===== config.mk =====
export PLATFORM = sky130hd
export DESIGN_NAME = data_mem_arbiter
export DESIGN_NICKNAME = d
export VERILOG_FILES = /design/src/rtl/data_mem_arbiter_pkg.sv /design/src/rtl/dm_rd_tag_pipe.sv /design/src/rtl/data_mem_arbiter.sv
export SDC_FILE = /design/constraint.sdc
export NUM_CORES = 1
export LEC_CHECK = 0
export ABC_AREA = 1
export BUFFER_PORTS_ARGS = -buffer_cell sky130_fd_sc_hd__buf_4
export CORE_AREA = 2 2 90 92
export DETAILED_ROUTE_END_ITERATION = 8
export DIE_AREA = 0 0 92 94
export PLACE_DENSITY = 0.66
export SETUP_SLACK_MARGIN = 0.1
export SYNTH_ARGS = -nofsm -noshare
export SYNTH_HDL_FRONTEND = slang
export SYNTH_HIERARCHICAL = 1
export SYNTH_SLANG_ARGS = --single-unit
export TNS_END_PERCENT = 50

===== constraint.sdc =====
create_clock -name clk -period 1.7 [get_ports clk]
set_input_delay 0.085 -clock clk [delete_from_list [all_inputs] [get_ports clk]]
set_output_delay 0.085 -clock clk [all_outputs]
set_load 0.05 [all_outputs]

===== src/rtl/data_mem_arbiter_pkg.sv =====
// Shared constants and the owner encoding used by the data memory arbiter
// and its read-tag pipeline.
package data_mem_arbiter_pkg;

  localparam int DM_ADDR_W = 9;
  localparam int DM_DATA_W = 32;
  localparam int DM_RD_LAT = 2;

  typedef enum logic {
    OWN_CORE = 1'b0,
    OWN_AUX  = 1'b1
  } owner_e;

endpackage


===== src/rtl/dm_rd_tag_pipe.sv =====
// Read-tag shift register: one {valid, owner} entry per memory read-latency
// stage, so returning data can be steered to the port that issued the read.
module dm_rd_tag_pipe
  import data_mem_arbiter_pkg::*;
#(
  parameter int STAGES = DM_RD_LAT
) (
  input  logic   clk,
  input  logic   rst,
  input  logic   vld_i,
  input  owner_e own_i,
  output logic   vld_o,
  output owner_e own_o
);

  logic [STAGES-1:0] vld_q;
  owner_e            own_q [STAGES];

  // Only the valid bits need clearing; an owner tag is ignored while invalid.
  always_ff @(posedge clk) begin
    if (rst) begin
      vld_q <= '0;
    end else begin
      vld_q[0] <= vld_i;
      for (int s = 1; s < STAGES; s++) begin
        vld_q[s] <= vld_q[s-1];
      end
    end
  end

  always_ff @(posedge clk) begin
    own_q[0] <= own_i;
    for (int s = 1; s < STAGES; s++) begin
      own_q[s] <= own_q[s-1];
    end
  end

  assign vld_o = vld_q[STAGES-1];
  assign own_o = own_q[STAGES-1];

endmodule


===== src/rtl/data_mem_arbiter.sv =====
// Two-port arbiter for the single-port data memory: core port C normally wins,
// auxiliary port A is boosted after waiting too long; read data is tag-routed.
module data_mem_arbiter
  import data_mem_arbiter_pkg::*;
#(
  parameter int ADDR_W     = DM_ADDR_W,
  parameter int DATA_W     = DM_DATA_W,
  parameter int RD_LAT     = DM_RD_LAT,
  parameter int STARVE_LIM = 8
) (
  input  logic              clk,
  input  logic              rst,
  input  logic              c_req_i,
  input  logic              c_we_i,
  input  logic [ADDR_W-1:0] c_addr_i,
  input  logic [DATA_W-1:0] c_din_i,
  output logic              c_gnt_o,
  output logic              c_rvalid_o,
  output logic [DATA_W-1:0] c_dout_o,
  input  logic              a_req_i,
  input  logic              a_we_i,
  input  logic [ADDR_W-1:0] a_addr_i,
  input  logic [DATA_W-1:0] a_din_i,
  output logic              a_gnt_o,
  output logic              a_rvalid_o,
  output logic [DATA_W-1:0] a_dout_o,
  output logic              mem_we_o,
  output logic [ADDR_W-1:0] mem_addr_o,
  output logic [DATA_W-1:0] mem_din_o,
  input  logic [DATA_W-1:0] mem_dout_i
);

  localparam int WAIT_W = (STARVE_LIM > 2) ? $clog2(STARVE_LIM) : 1;
  localparam logic [WAIT_W-1:0] WAIT_MAX = WAIT_W'(STARVE_LIM - 1);

  logic [WAIT_W-1:0] wait_q, wait_d;
  logic              boost_q, boost_d;
  logic              rd_issue;
  owner_e            rd_own;
  logic              tag_vld;
  owner_e            tag_own;

  always_comb begin
    c_gnt_o = 1'b0;
    a_gnt_o = 1'b0;
    if (!rst) begin
      if (boost_q) begin
        if (a_req_i)      a_gnt_o = 1'b1;
        else if (c_req_i) c_gnt_o = 1'b1;
      end else begin
        if (c_req_i)      c_gnt_o = 1'b1;
        else if (a_req_i) a_gnt_o = 1'b1;
      end
    end
  end

  // With no winner the address/data still follow C; only the write strobe matters.
  assign mem_we_o   = (c_gnt_o & c_we_i) | (a_gnt_o & a_we_i);
  assign mem_addr_o = a_gnt_o ? a_addr_i : c_addr_i;
  assign mem_din_o  = a_gnt_o ? a_din_i  : c_din_i;

  assign rd_issue = (c_gnt_o & ~c_we_i) | (a_gnt_o & ~a_we_i);
  assign rd_own   = a_gnt_o ? OWN_AUX : OWN_CORE;

  always_comb begin
    wait_d  = wait_q;
    boost_d = boost_q;
    if (a_gnt_o || !a_req_i) begin
      wait_d = '0;
    end else if (wait_q != WAIT_MAX) begin
      wait_d = wait_q + 1'b1;
    end
    if (a_gnt_o) begin
      boost_d = 1'b0;
    end else if (a_req_i && (wait_q == WAIT_MAX)) begin
      boost_d = 1'b1;
    end
  end

  always_ff @(posedge clk) begin
    if (rst) begin
      wait_q  <= '0;
      boost_q <= 1'b0;
    end else begin
      wait_q  <= wait_d;
      boost_q <= boost_d;
    end
  end

  dm_rd_tag_pipe #(
    .STAGES(RD_LAT)
  ) u_tag_pipe (
    .clk   (clk),
    .rst   (rst),
    .vld_i (rd_issue),
    .own_i (rd_own),
    .vld_o (tag_vld),
    .own_o (tag_own)
  );

  assign c_rvalid_o = tag_vld & (tag_own == OWN_CORE);
  assign a_rvalid_o = tag_vld & (tag_own == OWN_AUX);
  assign c_dout_o   = mem_dout_i;
  assign a_dout_o   = mem_dout_i;

endmodule


---- Word-level counts from Yosys, hierarchy flattened ----
Memories as Yosys holds them, arrays and structs flattened.
Index checks and enable logic that the tools add are counted.
storage, ports and cells
  memories ................................ 1
  logic and storage cells ................. 34
  memory bits (read-only) ................. 0
  RAM bits ................................ 2
  latch bits .............................. 0
  input port bits ......................... 120
  flip-flop bits (word level) ............. 6
  output and inout port bits .............. 110
memories
  memory            depth  bits a word  rd ports  clocked after Yosys merged registers in  wr ports  RTL line              source
  u_tag_pipe.own_q  2      1            2         0                                        2         dm_rd_tag_pipe.sv:17  owner_e own_q [STAGES];
operators by class
  add/sub/neg operators ................... 1
  $lt $le $gt $ge ......................... 0
  eq/ne operators ......................... 2
  reductions and logical operators ........ 5
  multipliers ............................. 0
  bitwise gates (word level) .............. 11
  muxes and demuxes ....................... 11
  div/mod/pow operators ................... 0
  shifts and indexed selects .............. 0
operators by type and width
  cell                                          count
  two-way mux 32 bit                            1
  two-way mux 1 bit                             9
  two-way mux 9 bit                             1
  AND 1 bit                                     6
  OR reduction 2 bit                            2
  adder 3 x 1 -> 3 bit (second input constant)  1
  == test 3 bit (second input constant)         1
  != test 3 bit (second input constant)         1
  NOT 1 bit                                     3
  OR 1 bit                                      2
  logical AND 1 bit                             1
  zero test 1 bit                               1
  logical OR 1 bit                              1

---- Depth between registers and ports, before layout ----
  depth after elaboration ................. 6
  gate-level depth with buffers ........... 7
  gate-level depth less buffers ........... 7

---- Modules after synthesis ----
Netlist, hierarchy kept.
by module, submodules not included
  module            sequential area each (sq um)  cells an instance  area each (sq um)  instances
  data_mem_arbiter  80.1                          237                1353.8             1
  dm_rd_tag_pipe    80.1                          8                  95.1               1

---- Worst setup path after synthesis ----
Ideal clock, no wire load.
  kind .................................... register to output
  from .................................... reg boost_q
  to ...................................... out mem_we_o
  arrival ................................. 1.623 ns
  stages on the path, launching flop included .. 6
  buffers on the path ..................... 0
  required time ........................... 1.615 ns
  path slack .............................. -0.008 ns
  path through ............................ dfxtp_1 > nand2_2 > nand2_1 > nor2_1 > nand2_1 > nand2_1
between the ends
  longest elaborated chain between the ends .. 4
  elaborated cells between the ends (all ways) .. 7
  those cells by class .................... 4 x mux; 3 x bitwise
ends and longest elaborated chain
  item                      RTL line                source
  start: declaration        data_mem_arbiter.sv:37  logic boost_q, boost_d;
  start signal: assignment  data_mem_arbiter.sv:86  boost_q <= boost_d;
  two-way mux 1 bit         data_mem_arbiter.sv:47  if (boost_q) begin
  two-way mux 1 bit         data_mem_arbiter.sv:46  if (!rst) begin
  named net c_gnt_o         data_mem_arbiter.sv:17  output logic c_gnt_o,
  AND 1 bit                 data_mem_arbiter.sv:58  assign mem_we_o = (c_gnt_o & c_we_i) | (a_gnt_o & a_we_i);
  OR 1 bit                  data_mem_arbiter.sv:58
  end: declaration          data_mem_arbiter.sv:27  output logic mem_we_o,
The timed path passes the listed nets, and every way through them passes these cells.

---- Worst setup path in the final report ----
  from .................................... reg boost_q
  to ...................................... out mem_din_o[3]
between the ends
  longest elaborated chain between the ends .. 3
ends and longest elaborated chain
  item                RTL line                source
  two-way mux 1 bit   data_mem_arbiter.sv:47
  two-way mux 1 bit   data_mem_arbiter.sv:46
  two-way mux 32 bit  data_mem_arbiter.sv:60  assign mem_din_o = a_gnt_o ? a_din_i : c_din_i;
  end: declaration    data_mem_arbiter.sv:29  output logic [DATA_W-1:0] mem_din_o,
No other way between the ends.

==> impl_metrics.env <==
export IMPL_status="finished clean"
export IMPL_ys_types=18
export IMPL_via_per_inst=4.03
export IMPL_syn_avg_cell_area_sq_um=5.91
export IMPL_grt_usage_pct=9.35
export IMPL_clock_sinks=8
export IMPL_fin_ws_ns=0.212
export IMPL_tritoncts="done"
export IMPL_fin_tns_setup_ns=0
export IMPL_slowest_stage="dfxtp_1"
export IMPL_clk_insertion_delay_late_ns=0.23
export IMPL_criticalPathCategory="reg -> out"
export IMPL_coreArea_sq_mm=0.00761
export IMPL_drc=0
export IMPL_io_pins=230
export IMPL_antenna_left=0
export IMPL_nFillCells=842
export IMPL_final_core_util_pct=27.4
export IMPL_ys_seq_area_share_pct=11.1
export IMPL_ys_warn_count=6
export IMPL_syn_inst=245
export IMPL_finalPower_mw=1.13
export IMPL_dr_pass1_iters=4
export IMPL_crit_arrival_ns=1.40
export IMPL_port_buffers=133
export IMPL_worstPathCellList="nand2_2, nand2_4, buf_6, nand3_1, nand2_1, buf_4"
export IMPL_period_needed_ns=1.49
export IMPL_grt_overflow=0
export IMPL_setup_viol=0
export IMPL_final_area_sq_mm=0.00208
export IMPL_finalHoldViolCount=0
export IMPL_rr_worst_depth=5
export IMPL_r2r_start="wait_q[0]"
export IMPL_wirelength_um=4510
export IMPL_syn_nets=367
export IMPL_placement_rows=32
export IMPL_h_tree_depth=1
export IMPL_critPathMaxStageDelay_ns=0.33
export IMPL_cts_max_path_buffers=2
export IMPL_required_ns=1.62
export IMPL_finalCritPeriodShare_pct=87.5
export IMPL_ir_drop_v=0.000255
export IMPL_grt_pass1_wl_um=6760
export IMPL_antennaDiodeCount=0
export IMPL_dieWidth_um=92
export IMPL_power_density_mw_per_mm2=541
export IMPL_endpoint_kind="output port"
export IMPL_p_leak_nw=1.22
export IMPL_max_cap_violations=0
export IMPL_die_h_um=94
export IMPL_start_util_pct=19.0
export IMPL_final_common_cell="buf_4"
export IMPL_dp_hpwl_um=3510
export IMPL_grt_pass1_vias=1531
export IMPL_ys_seq_elements=8
export IMPL_grt_start_max_net_pins=45
export IMPL_routedWlPerCell_um=11.0
export IMPL_dieArea_sq_mm=0.00865
export IMPL_vias=1651
export IMPL_fin_skew_ns=0.000189
export IMPL_nets=432
export IMPL_area_growth_pct=43.7
export IMPL_place_congestion=0.685
export IMPL_slew_viol_final=0
export IMPL_syn_cell_area_sq_mm=0.00145
export IMPL_cts_root_buf="clkbuf_8"
export IMPL_max_slew_margin_rel_pct=68.7
export IMPL_drt_iter0_drc=31
export IMPL_clkSlewWorstSetupHoldPaths_ns=0.04
export IMPL_layout_drive_gt1_share_pct=46.8
export IMPL_max_freq_mhz=672
export IMPL_place_ws_ns=0.384
export IMPL_critPathMaxFanout=23
export IMPL_setup_reg_to_reg_worst_slack_ns=0.52
export IMPL_start_kind="register"
export IMPL_numCtsBuffers=3
export IMPL_rsz0062_at_grt="no"
export IMPL_final_cell_mix="134 x buf_4, 91 x nand2_1, 42 x nand3_1"
export IMPL_setup_worst_path_start="boost_q"
export IMPL_placed_cell_area_sq_mm=0.00202
export IMPL_timing_rr_end="wait_q[1]"
export IMPL_hold_path_class="in -> reg"
export IMPL_worst_slew_pin_slew_ns=0.469
export IMPL_antenna_found_initial=0
export IMPL_crit_path_end="mem_din_o[3]"
[per-layer routing]
layer  track usage (%)  part of all wire, %  up-vias
li1                  -                    -      829
met4              5.47                  3.1        0
met5                 0                    0        -
met1              9.24                   37      716
met2              17.4                   52       83
met3              2.65                  8.7       23
[where the power goes]
group / total, mW / switching, mW / internal (mW)
registers: 0.195 / 0.00201 / 0.193
clock network: 0.225 / 0.0723 / 0.153
logic: 0.705 / 0.436 / 0.269
total: 1.13 / 0.511 / 0.615
[Yosys cell counts]
master    instances  area [sq um]
xor2_1            1          8.76
buf_2             4          20.0
nand2_4           2          22.5
nand4_1           1          6.26
nor2_1            7          26.3
dfxtp_1           8           160
nor3_1            1          5.00
nand3_1          42           210
nand2_2           1          6.26
a21boi_0          2          15.0
inv_2             1          3.75
buf_6             4          45.0
a21oi_1           1          5.00
inv_1             8          30.0
buf_4            68           510
nand2_1          91           342
nand3b_1          1          7.51
ha_1              2          25.0
[logic make-up after synthesis]
logic type | Yosys count | share of synthesized area (%)
fa+ha+maj | 2 | 1.73
buf+inv | 85 | 42.1
flops | 8 | 11.1
simple gates | 146 | 43.2
compound gates | 3 | 1.38
xor+xnor | 1 | 0.605
[worst max-delay path: cells and delay by family (launching register included)]
kind                   cells  cell delay (ns)
buffers and inverters      2             0.41
flip-flops                 1             0.33
AND/OR/NAND/NOR            4             0.41
[sequential cells by signal, summed over array words and instances, names as in the netlist]
register / flops
u_tag_pipe/own_q: 2
u_tag_pipe/vld_q: 2
wait_q: 3
boost_q: 1
[worst min-delay path by stage]
stage,slack (ns),depth (start not counted),startpoint,end
finish,0.06,2,rst,u_tag_pipe/vld_q[1]
global route,0.07,2,rst,u_tag_pipe/vld_q[1]
CTS,0.06,2,rst,u_tag_pipe/vld_q[1]
detailed placement,0.17,0,mem_dout_i[26],a_dout_o[26]
global placement,0.17,0,mem_dout_i[26],a_dout_o[26]
floorplan,0.16,1,rst,u_tag_pipe/vld_q[1]
[through the flow]
| step | cells | hold WS (ns) |
|---|---|---|
| after global placement | 407 | 0.170 |
| after floorplan | 245 | 0.156 |
| after detailed placement | 407 | 0.170 |
| after global routing | 410 | 0.0684 |
| final | 410 | 0.0611 |
| after CTS | 410 | 0.0611 |
[layout make-up]
type | count | area (sq um) | area share (%)
Timing Repair Buffer | 136 | 1030 | 49.4
Multi-Input combinational cell | 152 | 691 | 33.2
Sequential cell | 8 | 160 | 7.69
Tap cell | 102 | 128 | 6.13
Clock buffer | 3 | 41.3 | 1.98
Inverter | 9 | 33.8 | 1.62
[timing repair]
item | CTS | global route
endpoints found under the hold margin | 0 | 0
endpoints found under the setup margin | 0 | 41
hold buffers | 0 | 0
buffers inserted | 0 | 0
resized for setup | 0 | 3
Power figures use the tool's default switching activity.
